<file path="src/rtl/idct_pkg.sv">
// Shared state type and default widths for the distributed-arithmetic IDCT core.
package idct_pkg;
    localparam int IN_W  = 8;
    localparam int ROM_W = 16;
    localparam int OUT_W = 19;
    localparam int CNT_W = $clog2(IN_W);

    typedef enum logic [1:0] {IDLE, SHIFT, DONE} state_t;
endpackage

</file>
<file path="src/rtl/idct_da_module_if.sv">
// Coefficient-in / sample-out handshake bundle for the DA IDCT core.
interface idct_da_module_if #(
    parameter int IN_W  = idct_pkg::IN_W,
    parameter int OUT_W = idct_pkg::OUT_W
);
    logic                    in_valid;
    logic                    in_ready;
    logic signed [IN_W-1:0]  coef0;
    logic signed [IN_W-1:0]  coef1;
    logic signed [IN_W-1:0]  coef2;
    logic signed [IN_W-1:0]  coef3;
    logic signed [IN_W-1:0]  coef4;
    logic signed [IN_W-1:0]  coef5;
    logic signed [IN_W-1:0]  coef6;
    logic signed [IN_W-1:0]  coef7;
    logic                    out_valid;
    logic                    out_ready;
    logic signed [OUT_W-1:0] out_data;

    modport master (
        output in_valid, coef0, coef1, coef2, coef3, coef4, coef5, coef6, coef7, out_ready,
        input  in_ready, out_valid, out_data
    );

    modport slave (
        input  in_valid, coef0, coef1, coef2, coef3, coef4, coef5, coef6, coef7, out_ready,
        output in_ready, out_valid, out_data
    );
endinterface

</file>
<file path="src/rtl/coef_shift_reg.sv">
// Parallel-load, right-shift register that presents one coefficient bit per cycle, LSB first.
module coef_shift_reg #(
    parameter int IN_W = idct_pkg::IN_W
) (
    input  logic            clk,
    input  logic            clr,
    input  logic            load,
    input  logic            shift,
    input  logic [IN_W-1:0] din,
    output logic            lsb
);
    logic [IN_W-1:0] sr_q;
    logic [IN_W-1:0] sr_d;

    always_comb begin
        sr_d = sr_q;
        if (load) begin
            sr_d = din;
        end else if (shift) begin
            sr_d = {1'b0, sr_q[IN_W-1:1]};
        end
    end

    always_ff @(posedge clk) begin
        if (clr) begin
            sr_q <= '0;
        end else begin
            sr_q <= sr_d;
        end
    end

    assign lsb = sr_q[0];
endmodule

</file>
<file path="src/rtl/idct_da_module.sv">
// Distributed-arithmetic 8-point IDCT: bit-serial over the coefficients, one reconstructed sample per pass.
module idct_da_module
    import idct_pkg::*;
#(
    parameter int IN_W  = idct_pkg::IN_W,
    parameter int ROM_W = idct_pkg::ROM_W,
    parameter int OUT_W = idct_pkg::OUT_W
) (
    input  logic                    clk,
    input  logic                    rst_n,
    idct_da_module_if.slave         io,
    output logic [2:0]              addr1,
    output logic [2:0]              addr2,
    input  logic signed [ROM_W-1:0] rom1_data,
    input  logic signed [ROM_W-1:0] rom2_data,
    output logic                    busy
);
    localparam int CW  = $clog2(IN_W);
    localparam int T_W = ROM_W + 2;

    state_t                  state_q, state_d;
    logic [CW-1:0]           cnt_q, cnt_d;
    logic signed [OUT_W-1:0] acc_q, acc_d;

    logic [IN_W-1:0]         coef [8];
    logic [7:0]              b;
    logic                    load_en;
    logic                    shift_en;
    logic                    last_bit;
    logic signed [T_W-1:0]   rom1_x, rom2_x, p1, p2, t_sum;
    logic signed [OUT_W-1:0] t_ext, acc_half;

    assign coef[0] = io.coef0;
    assign coef[1] = io.coef1;
    assign coef[2] = io.coef2;
    assign coef[3] = io.coef3;
    assign coef[4] = io.coef4;
    assign coef[5] = io.coef5;
    assign coef[6] = io.coef6;
    assign coef[7] = io.coef7;

    for (genvar k = 0; k < 8; k++) begin : g_sr
        coef_shift_reg #(.IN_W(IN_W)) u_sr (
            .clk   (clk),
            .clr   (!rst_n),
            .load  (load_en),
            .shift (shift_en),
            .din   (coef[k]),
            .lsb   (b[k])
        );
    end

    // Offset-binary addressing: the first bit of each group picks the ROM half via its sign.
    assign addr1 = shift_en ? {b[0] ^ b[1], b[0] ^ b[2], b[0] ^ b[3]} : 3'b000;
    assign addr2 = shift_en ? {b[4] ^ b[5], b[4] ^ b[6], b[4] ^ b[7]} : 3'b000;

    assign rom1_x   = {{2{rom1_data[ROM_W-1]}}, rom1_data};
    assign rom2_x   = {{2{rom2_data[ROM_W-1]}}, rom2_data};
    assign p1       = b[0] ? -rom1_x : rom1_x;
    assign p2       = b[4] ? -rom2_x : rom2_x;
    assign t_sum    = p1 + p2;
    assign t_ext    = {{(OUT_W-T_W){t_sum[T_W-1]}}, t_sum};
    assign acc_half = acc_q >>> 1;

    assign last_bit     = (cnt_q == CW'(IN_W-1));
    assign shift_en     = (state_q == SHIFT);
    assign busy         = shift_en;
    assign io.in_ready  = (state_q == IDLE) || ((state_q == DONE) && io.out_ready);
    assign load_en      = io.in_valid && io.in_ready;
    assign io.out_valid = (state_q == DONE);
    assign io.out_data  = acc_q;

    // The sign-bit pass subtracts, which is what makes the serial sum two's complement.
    always_comb begin
        state_d = state_q;
        cnt_d   = cnt_q;
        acc_d   = acc_q;
        case (state_q)
            IDLE: begin
                if (load_en) begin
                    state_d = SHIFT;
                    cnt_d   = '0;
                    acc_d   = '0;
                end
            end
            SHIFT: begin
                acc_d = last_bit ? (acc_half - t_ext) : (acc_half + t_ext);
                cnt_d = cnt_q + CW'(1);
                if (last_bit) begin
                    state_d = DONE;
                end
            end
            DONE: begin
                if (load_en) begin
                    state_d = SHIFT;
                    cnt_d   = '0;
                    acc_d   = '0;
                end else if (io.out_ready) begin
                    state_d = IDLE;
                end
            end
            default: state_d = IDLE;
        endcase
    end

    always_ff @(posedge clk) begin
        if (!rst_n) begin
            state_q <= IDLE;
            cnt_q   <= '0;
            acc_q   <= '0;
        end else begin
            state_q <= state_d;
            cnt_q   <= cnt_d;
            acc_q   <= acc_d;
        end
    end
endmodule

</file>
<file path="src/flat_wrapper.sv">
// flat-port wrapper written by rule: the top's interface ports become plain ports
module idct_da_module_flat import idct_pkg::*;
#(
    parameter int IN_W  = idct_pkg::IN_W,
    parameter int ROM_W = idct_pkg::ROM_W,
    parameter int OUT_W = idct_pkg::OUT_W
)
  (clk, rst_n, addr1, addr2, rom1_data, rom2_data, busy, io_in_valid, io_coef0, io_coef1, io_coef2, io_coef3, io_coef4, io_coef5, io_coef6, io_coef7, io_out_ready, io_in_ready, io_out_valid, io_out_data);
  idct_da_module_if #(.IN_W(IN_W), .OUT_W(OUT_W)) io_i ();
  input  logic clk;
  input  logic rst_n;
  output logic [2:0] addr1;
  output logic [2:0] addr2;
  input  logic signed [ROM_W-1:0] rom1_data;
  input  logic signed [ROM_W-1:0] rom2_data;
  output logic busy;
  input wire logic [$bits(io_i.in_valid)-1:0] io_in_valid;
  input wire logic [$bits(io_i.coef0)-1:0] io_coef0;
  input wire logic [$bits(io_i.coef1)-1:0] io_coef1;
  input wire logic [$bits(io_i.coef2)-1:0] io_coef2;
  input wire logic [$bits(io_i.coef3)-1:0] io_coef3;
  input wire logic [$bits(io_i.coef4)-1:0] io_coef4;
  input wire logic [$bits(io_i.coef5)-1:0] io_coef5;
  input wire logic [$bits(io_i.coef6)-1:0] io_coef6;
  input wire logic [$bits(io_i.coef7)-1:0] io_coef7;
  input wire logic [$bits(io_i.out_ready)-1:0] io_out_ready;
  output wire logic [$bits(io_i.in_ready)-1:0] io_in_ready;
  output wire logic [$bits(io_i.out_valid)-1:0] io_out_valid;
  output wire logic [$bits(io_i.out_data)-1:0] io_out_data;
  assign io_i.in_valid = io_in_valid;
  assign io_i.coef0 = io_coef0;
  assign io_i.coef1 = io_coef1;
  assign io_i.coef2 = io_coef2;
  assign io_i.coef3 = io_coef3;
  assign io_i.coef4 = io_coef4;
  assign io_i.coef5 = io_coef5;
  assign io_i.coef6 = io_coef6;
  assign io_i.coef7 = io_coef7;
  assign io_i.out_ready = io_out_ready;
  assign io_in_ready = io_i.in_ready;
  assign io_out_valid = io_i.out_valid;
  assign io_out_data = io_i.out_data;
  idct_da_module #(.IN_W(IN_W), .ROM_W(ROM_W), .OUT_W(OUT_W)) u_core (.clk(clk), .rst_n(rst_n), .io(io_i), .addr1(addr1), .addr2(addr2), .rom1_data(rom1_data), .rom2_data(rom2_data), .busy(busy));
endmodule
</file>
<file path="config.mk">
export PLATFORM = sky130hd
export DESIGN_NAME = idct_da_module_flat
export DESIGN_NICKNAME = d
export VERILOG_FILES = /design/src/rtl/idct_pkg.sv /design/src/rtl/idct_da_module_if.sv /design/src/rtl/coef_shift_reg.sv /design/src/rtl/idct_da_module.sv /design/src/flat_wrapper.sv
export SDC_FILE = /design/constraint.sdc
export NUM_CORES = 1
export LEC_CHECK = 0
export CORE_MARGIN = 10
export CORE_UTILIZATION = 40
export CTS_CLUSTER_SIZE = 24
export DETAILED_ROUTE_END_ITERATION = 16
export DONT_BUFFER_PORTS = 1
export GPL_TIMING_DRIVEN = 1
export PLACE_DENSITY = 0.64
export SETUP_SLACK_MARGIN = 0.5
export SYNTH_ARGS = -nofsm -noshare
export SYNTH_HDL_FRONTEND = slang
export SYNTH_SLANG_ARGS = --single-unit
</file>
<file path="constraint.sdc">
create_clock -name clk -period 16.35 [get_ports clk]
set_clock_uncertainty 0.1 [all_clocks]
set_input_delay 2.4525 -clock clk [delete_from_list [all_inputs] [get_ports clk]]
set_output_delay 2.4525 -clock clk [all_outputs]
set_load 0.03 [all_outputs]
</file>
-- Yosys cells after proc, flatten, opt, wreduce, memory -nomap -nowiden
Cells that the tools add are included.
- register bits after elaboration: 88
- input port bits: 100
- output and inout bits: 28
- logic and storage cells: 69
- add/subtract/negate cells: 6
- eq/ne operators: 7
- mux-type cells: 30
- bitwise operators: 6
- reductions and logical operators: 9
- operators with widths (kind ; count):
    two-way mux 8 bit ; 16
    two-way mux 19 bit ; 2
    one-hot mux 19 bit (2 select lines) ; 1
    two-way mux 18 bit ; 2
    negator 16 -> 18 bit ; 2
    adder 18 x 18 -> 19 bit ; 1
    subtractor 18 x 18 -> 19 bit ; 1
    adder 18 bit ; 1
    two-way mux 3 bit ; 3
    two-way mux 2 bit ; 4
    one-hot mux 2 bit (3 select lines) ; 1
    one-hot mux 3 bit (2 select lines) ; 1
    XOR 1 bit ; 6
    != test 2 bit, second input constant ; 2
    nonzero test 2 bit ; 2
    adder 3 x 1 -> 3 bit, second input constant ; 1
    == test 3 bit, second input constant ; 1
    != test 3 x 2 -> 1 bit, second input constant ; 1
    AND reduction 3 bit ; 1
    == test 2 x 1 -> 1 bit, second input constant ; 1
    == test 2 bit, second input constant ; 1
    logical AND 1 bit ; 2
    logical NOT 2 bit ; 1
    != test 2 x 1 -> 1 bit, second input constant ; 1
    3 further kinds ; 3

-- Depth between registers and ports, before layout
Gate-level depths: netlist of run 1.
- depth in word-level cells: 6
- depth in mapped cells: 26
- mapped depth without buffers: 25

-- Cells and area by module
Synthesis of run 1 repeated with hierarchy kept, for this count alone.
- cells, all modules: 800
- area, all modules: 6711.4 sq um
- modules (own cells, without submodules) (module ; times used ; cells each ; area an instance (sq um) ; sequential area each (sq um)):
    idct_da_module ; 1 ; 520 ; 3758.6 ; 480.5
    coef_shift_reg ; 8 ; 35 ; 369.1 ; 160.2

-- Worst setup path before layout of run 1
OpenSTA, ideal clock, no wires.
- path kind: input to register
- start: input rom2_data[5]
- end: register u_core.acc_q[18], in the netlist u_core.io.out_data[18]
- setup time: 64 ps
- arrival time: 6964 ps
- data required time: 16186 ps
- slack: 9221 ps
- stages: 22
- buffers on the path: 1
- cells stage by stage: nor4_1 > nand2b_1 > o31ai_1 > xnor2_1 > ha_1 > clkbuf_1 > inv_1 > o31a_1 > o31ai_1 > xor2_1 > or4_4 > nor2_1 > and3b_1 > nor2_1 > xor2_1 > ha_1 > and3_1 > o211ai_1 > a31oi_1 > nor2_1 > or3_2 > nand4_1
- longest elaborated chain between the ends: 6
- elaborated cells between the ends (all ways): 7
- those cells by class: 4 x add/sub; 3 x mux
- ends and longest elaborated chain (element ; line ; source):
    from (decl) ; flat_wrapper.sv:15 ; input logic signed [ROM_W-1:0] rom2_data;
    negator 16 -> 18 bit ; idct_da_module.sv:60 ; assign p2 = b[4] ? -rom2_x : rom2_x;
    two-way mux 18 bit * ; idct_da_module.sv:60 ;
    adder 18 bit * ; idct_da_module.sv:61 ; assign t_sum = p1 + p2;
    adder 18 x 18 -> 19 bit or subtractor 18 x 18 -> 19 bit (tied branches) ; idct_da_module.sv:87 ; acc_d = last_bit ? (acc_half - t_ext) : (acc_half + t_ext);
    two-way mux 19 bit * ; idct_da_module.sv:87 ;
    one-hot mux 19 bit (2 select lines) * ; idct_da_module.sv:78 ; case (state_q)
    to (signal assigned) ; idct_da_module.sv:110 ; acc_q <= '0;
    to (signal assigned) ; idct_da_module.sv:114 ; acc_q <= acc_d;
    to (decl) ; idct_da_module.sv:23 ; logic signed [OUT_W-1:0] acc_q, acc_d;
Mark *: on every way between the ends. The rest lies on a longest branch, timed or not.
A chain may end at the register's enable or synchronous reset.

-- Worst setup path in the final report of run 1
Ends and elaborated chain as after synthesis.

==> flow_summary_export.csv, run 1 <==
group,metric,value,unit
timing,hold_slack,0.362,ns
clocking,clock-root-buffer,"clkbuf_16",
yosys,synthFlopType,"dfxtp_1",
timing,slew_viol_final,0,
power_and_ir_drop,leakagePower,0.00265,uW
clocking,htreeDepth,3,
critical_path,cp.arrival,7.35,ns
clocking,path_clk_slew,0.07,ns
final_layout,area_growth,6.14,%
floorplanning,coreArea,0.0160,sq mm
critical_path,cp-end-kind,"register",
critical_path,cp_slowest_stage_delay,0.56,ns
power_and_ir_drop,clock_power_share,22.2,%
yosys,synth_common_cells,"nand2_1 (112), dfxtp_1 (88), a21boi_0 (62)",
timing,finalHoldViolCount,0,
timing,period_minus_slack,7.17,ns
global_route,grt-ovfl-total,0,
clocking,hold_buffers,0,
power_and_ir_drop,swShare,41.0,%
global_route,grt_usage,15.2,%
clocking,cts_num_sinks,88,
timing,setup_viol,0,
timing,period_share,43.9,%
critical_path,crit_buf_inv,1,
yosys,synth_top_area_share,26.8,%
yosys,synthTopCellsByArea,"dfxtp_1 (27%), xnor2_1 (7.7%), ha_1 (7.6%)",
yosys,synth_edf_count,0,
yosys,syn-cell-area,0.00656,sq mm
critical_path,crit_required,16.53,ns
timing,fin_setup_tns,0,ns
timing,grt_setup_unrepaired,"false",
drt,routedWlPerCell,16.8,microns
yosys,yosysMostFrequentCell,"nand2_1",
drt,finalWirelength,17100,microns
power_and_ir_drop,vdd_ir_drop_max,65.7,uV
floorplanning,dieArea,0.0219,sq mm
timing,fmax,139,MHz
final_layout,n_antenna_cell,0,
critical_path,slowest_stage,"nor4_1",
clocking,clock_path_buffers,2,
power_and_ir_drop,seq_power_share,31.8,%
critical_path,path_max_fanout,7,
clocking,cts_tree,"yes",
drt,via_per_inst,5.57,
yosys,syn_inst,833,
floorplanning,rows,46,
place,dpl.hpwl,12500,microns
critical_path,crit_type,"primary input to register",
final_layout,drive_above_1_share,5.60,%
clocking,cts_buffers,9,
min_path,hold_class,"register to register",
floorplanning,ioPinCount,128,
timing,max-slew-margin-rel,38.0,%
yosys,ys_seq_area_share,26.8,%
status,status,"complete, no violations",
critical_path,startpoint_type,"primary input",
place,io_buffer_count,0,
drt,drt.antenna.violating_nets,0,
drt,via_count,5679,
drt,drc,0,
critical_path,path_cells,"nor4_1 -> nand2b_1 -> o31ai_1 -> xnor2_1 -> ha_1 -> inv_1 -> o31a_1 -> o31ai_1 -> xor2_1 -> or4_4 -> nor2_1 -> and3b_1 -> nor2_1 -> xor2_1 -> ha_1 -> and3_1 -> o211ai_1 -> a31oi_1 -> nor2_1 -> or3_2 -> nand4_1",
yosys,synth_top_area_cell,"dfxtp_1",
drt,dr.pass1.iters,5,
flow_run,max_cap_violations,0,
clocking,cts.repair.resized,0,
critical_path,cp_top_family,"simple AND/OR/NAND/NOR gates",
yosys,synthArstFlopShare,0,%
yosys,synth.distinct_cells,67,
global_route,grt_max_degree,92,
floorplanning,die_w,148,microns
power_and_ir_drop,switching_power,361,uW
global_route,antenna_found_initial,0,
yosys,synth_fp_nets,975,
critical_path,path_common_cell,"nor2_1",
floorplanning,die_h,148,microns
drt,first_iter_violations,286,
power_and_ir_drop,internal_power,519,uW
floorplanning,initial_utilization,41.0,%
power_and_ir_drop,comb_power_share,46.0,%
power_and_ir_drop,power_density,126,mW/mm^2
global_route,grt_pass1_vias,5467,
clocking,insertion_delay,0.34,ns
yosys,synth-seq-cells,88,
final_layout,final_util,43.5,%
final_layout,nNetsFinal,941,
yosys,synth_warnings,0,
place,place.gp.congestion,0.885,
global_route,grt_pass1_wl,27900,microns
clocking,cts_setup_buffers,0,
timing,tightest_slew,0.927,ns
yosys,synth_area_per_cell,7.88,sq um
cell families after synthesis:
family	share of synthesized area [%]
simple gates	22.1
compound gates	27.4
flops	26.8
xor+xnor	10.5
buf+inv	4.44
fa+ha+maj	8.24
mux	0.477
metrics by stage:
stage	area (sq um)	std cells	total power, uW	setup slack [ns]
detailed placement	6690	1004	686	8.84
finish	6970	1020	880	9.18
global placement	6690	1004	685	9.01
CTS	6970	1020	887	9.19
floorplan	6560	833	617	9.22
global route	6970	1020	953	8.68
area by class of cell:
cell class / count / area (sq um)
sequential: 88 / 1760
fill: 1652 / 9030
timing repair buffer: 7 / 52.6
clock inverter: 6 / 50.0
tap: 216 / 270
clock buffer: 10 / 229
inverter: 21 / 78.8
multi-input combinational: 672 / 4520
cells in the final DEF (no fill, tap or decap), types with 4 or more instances in the layout:
cell	instances
and2_1	14
nand2b_1	12
ha_1	40
a31oi_1	6
dfxtp_1	88
a21oi_1	26
nor4_1	4
o21ai_0	45
nand2_1	111
o21a_1	7
buf_4	7
xor2_1	17
inv_1	20
or3_1	7
nor2_1	43
o211a_1	10
nand4_1	5
xnor2_1	58
nand3_1	48
a22oi_1	49
clkbuf_16	9
a21boi_0	62
nor2b_1	9
and3_1	6
o31ai_1	10
nor3_1	13
a211oi_1	7
a21o_1	5
registers in the layout, summed over array words and instances (netlist names):
name,flops
u_core.state_q,2
u_core.g_sr.u_sr.sr_q,64
u_core.cnt_q,3
u_core.io.out_data,19
path summary, 6_finish.rpt:
check,start,endpoint,slack (ns),cells after the start
max reg2reg,u_core.g_sr[4].u_sr.sr_q[0],u_core.io.out_data[18],11.14,18
min,u_core.g_sr[2].u_sr.sr_q[5],u_core.g_sr[2].u_sr.sr_q[5],0.36,2
max,rom2_data[5],u_core.io.out_data[18],9.18,21
min reg2reg,u_core.g_sr[2].u_sr.sr_q[5],u_core.g_sr[2].u_sr.sr_q[5],0.36,2
tightest hold or removal path, stage by stage, from the launching register on:
cell and delay [ns]:
dfxtp_1 0.31, nand2_1 0.05, a21boi_0 0.06
per-layer routing:
metal	part of all wire [%]	routed length [microns]	up-vias	global-route usage [%]
met3	11	1930	11	7.28
met4	0.65	111	0	3.42
met2	45	7680	145	23.7
met1	43	7390	2604	18.4
li1	-	-	2919	-
met5	0	0	-	0
power groups by stage:
stage / clock, uW / combinational (uW) / sequential, uW
floorplan: 0 / 341 / 275
global placement: 0 / 400 / 285
detailed placement: 0 / 401 / 286
CTS: 201 / 404 / 281
global route: 210 / 459 / 284
finish: 195 / 405 / 280
Power figures use the tool's default switching activity.
==> inputs of run 2 (changes only) <==
- PLACE_DENSITY: 0.64 -> 0.66
- clock period: 16.35 -> 5.8 ns (I/O delays scaled with it)
==> flow_summary_export.csv, run 2 (synthesis gave the netlist of run 1 again) <==
group,metric,value,unit
status,status,"complete, no violations",
place,place_area,0.00681,sq mm
timing,slew_viol_final,0,
global_route,grt-ovfl-total,0,
critical_path,cp.arrival,5.41,ns
drt,dr.pass1.iters,5,
final_layout,top_register,"u_core.g_sr.u_sr.sr_q",
critical_path,path_max_fanout,4,
power_and_ir_drop,leakagePower,0.00280,uW
final_layout,n_antenna_cell,0,
clocking,path_clk_slew,0.06,ns
critical_path,reg2reg_to,"u_core.io.out_data[18]",
min_path,worstHoldEndpoint,"u_core.g_sr[6].u_sr.sr_q[5]",
critical_path,crit_type,"primary input to register",
min_path,hold_depth,2,
timing,hold_slack,0.361,ns
final_layout,drive_above_1_share,12.3,%
drt,drc,0,
critical_path,cp-end-kind,"register",
final_layout,area_growth,12.3,%
min_path,hold_path.startpoint,"u_core.g_sr[6].u_sr.sr_q[5]",
flow_run,max_cap_violations,0,
clocking,cts_buffers,9,
timing,period_share,90.4,%
final_layout,layout_common_cells,"nand2_1 (111), dfxtp_1 (88), a21boi_0 (62), xnor2_1 (57), a22oi_1 (49)",
floorplanning,coreArea,0.0160,sq mm
timing,grt_setup_unrepaired,"true",
place,place_worst_setup_slack,0.0429,ns
place,dpl.hpwl,12500,microns
drt,finalWirelength,17400,microns
critical_path,startpoint_type,"primary input",
final_layout,largest_register_ffs,64,
global_route,antenna_found_initial,0,
place,io_buffer_count,0,
drt,first_iter_violations,275,
floorplanning,die_w,148,microns
critical_path,regToRegSetupSlack,0.79,ns
final_layout,layout.cells.most_common,"nand2_1",
floorplanning,initial_utilization,41.0,%
final_layout,nFillCells,1637,
drt,via_per_inst,5.55,
timing,finalHoldViolCount,0,
global_route,met3_usage,6.98,%
timing,setup_slack,0.557,ns
global_route,grt_pass1_wl,28000,microns
global_route,grt_use_met1,18.9,%
clocking,clock-root-buffer,"clkbuf_16",
critical_path,reg2reg_from,"u_core.g_sr[4].u_sr.sr_q[0]",
clocking,htreeDepth,3,
timing,setup_viol,0,
timing,max-slew-margin-rel,49.7,%
clocking,insertion_delay,0.32,ns
floorplanning,dieArea,0.0219,sq mm
power_and_ir_drop,power_density,353,mW/mm^2
final_layout,fin_cells,1042,
min_path,hold_class,"register to register",
floorplanning,die_h,148,microns
drt,routedWlPerCell,16.7,microns
timing,tightest_slew,0.755,ns
timing,period_minus_slack,5.24,ns
global_route,grt_pass1_vias,5497,
floorplanning,ioPinCount,128,
timing,fmax,191,MHz
power_and_ir_drop,vdd_ir_drop_max,221,uV
global_route,top_usage_layer,"met2",
clocking,cts_num_sinks,88,
final_layout,nNetsFinal,964,
timing,fin_setup_tns,0,ns
clocking,cts_tree,"yes",
clocking,clock_path_buffers,2,
critical_path,r2r_cells,18,
global_route,grt_max_degree,92,
place,place_inst,1015,
drt,drt.antenna.violating_nets,0,
final_layout,stdcell_area,0.00737,sq mm
place,place.gp.congestion,0.842,
global_route,grtUsageMet2,23.4,%
floorplanning,rows,46,
critical_path,crit_required,5.97,ns
global_route,grt_usage,15.1,%
drt,via_count,5786,
==> run 2: cell type report <==
class / count / area (sq um) / share of cell area, %
timing repair buffer: 30 / 225 / 3.06
tap: 216 / 270 / 3.67
clock buffer: 11 / 243 / 3.29
clock inverter: 4 / 30.0 / 0.408
inverter: 21 / 110 / 1.49
sequential: 88 / 1760 / 23.9
multi-input combinational: 672 / 4730 / 64.2
==> run 2: where the power goes <==
part / switching (uW) / leakage, uW / internal, uW / total, uW
Clock: 227 / 0.000132 / 301 / 528
Sequential: 123 / 0.000723 / 669 / 792
Combinational: 694 / 0.00194 / 590 / 1280
==> run 2: per-layer routing <==
layer  wire (microns)  vias up
met2             7750      150
met4              121        0
met5                0        -
met1             7650     2677
li1                 -     2950
met3             1900        9
==> run 2: timing repair <==
item	CTS	global route
gates resized for setup	2	45
hold buffers	0	0
endpoints found under the setup margin	1	8
buffers inserted	2	10
hold endpoints to repair	0	0
pin swaps	2	23
==> run 2: worst max path at each step <==
stage	endpoint	start	cells after the start
floorplan	u_core.io.out_data[18]	rom1_data[1]	24
global placement	u_core.io.out_data[18]	rom1_data[1]	24
detailed placement	u_core.io.out_data[18]	rom1_data[1]	24
CTS	u_core.io.out_data[18]	rom2_data[0]	22
global route	u_core.io.out_data[18]	rom1_data[1]	24
finish	u_core.io.out_data[18]	rom1_data[0]	21
==> run 2: through the flow <==
step	total power, uW	utilization (%)
2_1_floorplan	1740	-
3_3_place_gp	1960	42.5
3_5_place_dp	1960	42.5
4_1_cts	2530	44.4
5_1_grt	2800	46.0
6_report	2600	46.0
==> run 2: critical path, stage by stage <==
cell,delay (ns)
inv_6,0.03
ha_4,0.12
nand2_2,0.05
or3_4,0.39
o31ai_4,0.23
xnor2_1,0.15
ha_1,0.26
a21o_1,0.22
a21oi_2,0.16
o31a_1,0.24
nor2_4,0.08
xor2_4,0.16
or4_4,0.56
or3_4,0.36
o21bai_1,0.17
xnor2_1,0.16
ha_1,0.30
o21ai_0,0.23
a31oi_2,0.08
or4_1,0.49
nand4_1,0.09
==> inputs of run 3 (changes only) <==
- CORE_UTILIZATION: 40 -> 30
- CTS_BUF_LIST: default -> sky130_fd_sc_hd__clkbuf_8
- PLACE_DENSITY: 0.66 -> 0.55
==> flow_summary_export.csv, run 3 (synthesis gave the netlist of run 1 again) <==
group,metric,value,unit
clocking,insertion_delay,0.37,ns
critical_path,path_max_fanout,5,
timing,tightest_slew,0.959,ns
floorplanning,die_h,168,microns
global_route,grt_pass1_vias,5633,
place,place.gp.congestion,0.832,
clocking,cts_num_sinks,88,
clocking,clock_path_buffers,2,
timing,max-slew-margin-rel,35.8,%
drt,dr.pass1.iters,4,
status,status,"complete, no violations",
final_layout,drive_above_1_share,12.4,%
global_route,grt_max_degree,92,
clocking,htreeDepth,3,
min_path,hold_class,"register to register",
final_layout,layout.cells.most_common,"nand2_1",
floorplanning,ioPinCount,128,
power_and_ir_drop,leakagePower,0.00273,uW
floorplanning,coreArea,0.0217,sq mm
critical_path,startpoint_type,"primary input",
critical_path,r2r_cells,22,
global_route,grt_usage,12.7,%
clocking,cts_tree,"yes",
floorplanning,initial_utilization,30.3,%
final_layout,stdcell_area,0.00733,sq mm
floorplanning,die_w,168,microns
critical_path,crit_type,"primary input to register",
place,dpl.hpwl,13500,microns
timing,setup_viol,0,
place,place_area,0.00689,sq mm
timing,finalHoldViolCount,0,
final_layout,n_antenna_cell,0,
drt,via_per_inst,5.20,
clocking,hold_buffers,0,
clocking,clock-root-buffer,"clkbuf_8",
drt,routedWlPerCell,17.0,microns
global_route,antenna_found_initial,0,
global_route,grt_pass1_wl,29900,microns
power_and_ir_drop,power_density,341,mW/mm^2
final_layout,largest_register_ffs,64,
drt,drt.antenna.violating_nets,0,
drt,first_iter_violations,298,
global_route,grt-ovfl-total,0,
timing,period_minus_slack,5.29,ns
clocking,path_clk_slew,0.10,ns
drt,finalWirelength,18700,microns
floorplanning,dieArea,0.0282,sq mm
final_layout,top_register,"u_core.g_sr.u_sr.sr_q",
timing,grt_setup_unrepaired,"true",
min_path,hold_depth,2,
timing,fin_setup_tns,0,ns
flow_run,max_cap_violations,0,
clocking,cts_buffers,9,
floorplanning,rows,54,
timing,period_share,91.2,%
critical_path,cp-end-kind,"register",
timing,slew_viol_final,0,
critical_path,crit_required,5.96,ns
place,io_buffer_count,0,
final_layout,nNetsFinal,961,
timing,fmax,189,MHz
critical_path,cp.arrival,5.45,ns
drt,drc,0,
power_and_ir_drop,vdd_ir_drop_max,133,uV
final_layout,area_growth,11.7,%
drt,via_count,5743,
final_layout,layout_common_cells,"nand2_1 (110), dfxtp_1 (88), a21boi_0 (62), xnor2_1 (57), a22oi_1 (49)",
run 3: changes by cell type in the layout (fill, tap and decap cells not counted), sizes merged:
| cell | change |
|---|---|
| clkinvlp | +1 |
| inv | +3 |
| buf | -3 |
| clkinv | -1 |
| clkbuf | -2 |
run 3: timing repair:
item                                    in CTS  in global routing
setup buffers                                0                  9
gates resized for setup                      2                 43
endpoints found under the setup margin       1                  8
pin swaps                                    1                 26
run 3: worst paths after layout:
kind	from	endpoint	slack [ns]
worst max register to register	u_core.g_sr[4].u_sr.sr_q[0]	u_core.io.out_data[18]	0.74
worst max-delay path	rom1_data[1]	u_core.io.out_data[18]	0.51
worst min register to register	u_core.g_sr[6].u_sr.sr_q[2]	u_core.g_sr[6].u_sr.sr_q[2]	0.37
worst min-delay path	u_core.g_sr[6].u_sr.sr_q[2]	u_core.g_sr[6].u_sr.sr_q[2]	0.37
run 3: final cells by class:
class	count	area (sq um)
Multi-Input combinational cell	672	4720
Timing Repair Buffer	27	203
Tap cell	280	350
Clock buffer	9	124
Clock inverter	7	63.8
Inverter	21	110
Fill cell	2293	14400
Sequential cell	88	1760
run 3: per-stage QoR:
stage	hold slack, ns	worst slack [ns]	std cells	util, %	total power, uW
final	0.367	0.508	1104	33.8	2500
after global routing	0.392	0.321	1104	33.8	2710
after CTS	0.369	0.538	1095	32.7	2430
after detailed placement	0.356	0.0820	1079	31.8	1990
after global placement	0.350	0.128	1079	31.8	1990
after floorplan	0.344	0.397	833	-	1740
run 3: critical path, cell delays in order:
cell,delay (ns)
clkinv_16,0.03
ha_4,0.12
nand2_2,0.05
or3_4,0.39
o31ai_4,0.23
xnor2_1,0.14
ha_1,0.29
a21o_1,0.25
a21oi_2,0.17
o31a_1,0.24
nor2_4,0.07
xor2_2,0.19
or4_4,0.54
nor2_4,0.12
and3b_1,0.17
nor2_1,0.06
xor2_1,0.15
ha_1,0.35
and3_1,0.17
o211ai_1,0.12
a31oi_2,0.15
buf_4,0.16
o21ba_2,0.18
o21ai_1,0.11
nand4_1,0.10
run 3: routing by layer:
metal / wire length, microns / vias up / global-route usage, % / part of all wire (%)
li1: - / 2951 / - / -
met1: 8490 / 2646 / 15.6 / 45
met2: 8100 / 133 / 19.6 / 43
met3: 1910 / 13 / 5.68 / 10
met4: 235 / 0 / 3.29 / 1.3
met5: 0 / - / 0 / 0
run 3: power by group:
group	leakage, uW	total [uW]	switching [uW]	internal, uW
Combinational	0.00191	1290	697	593
Sequential	0.000723	791	123	668
Clock	0.0000903	420	254	166
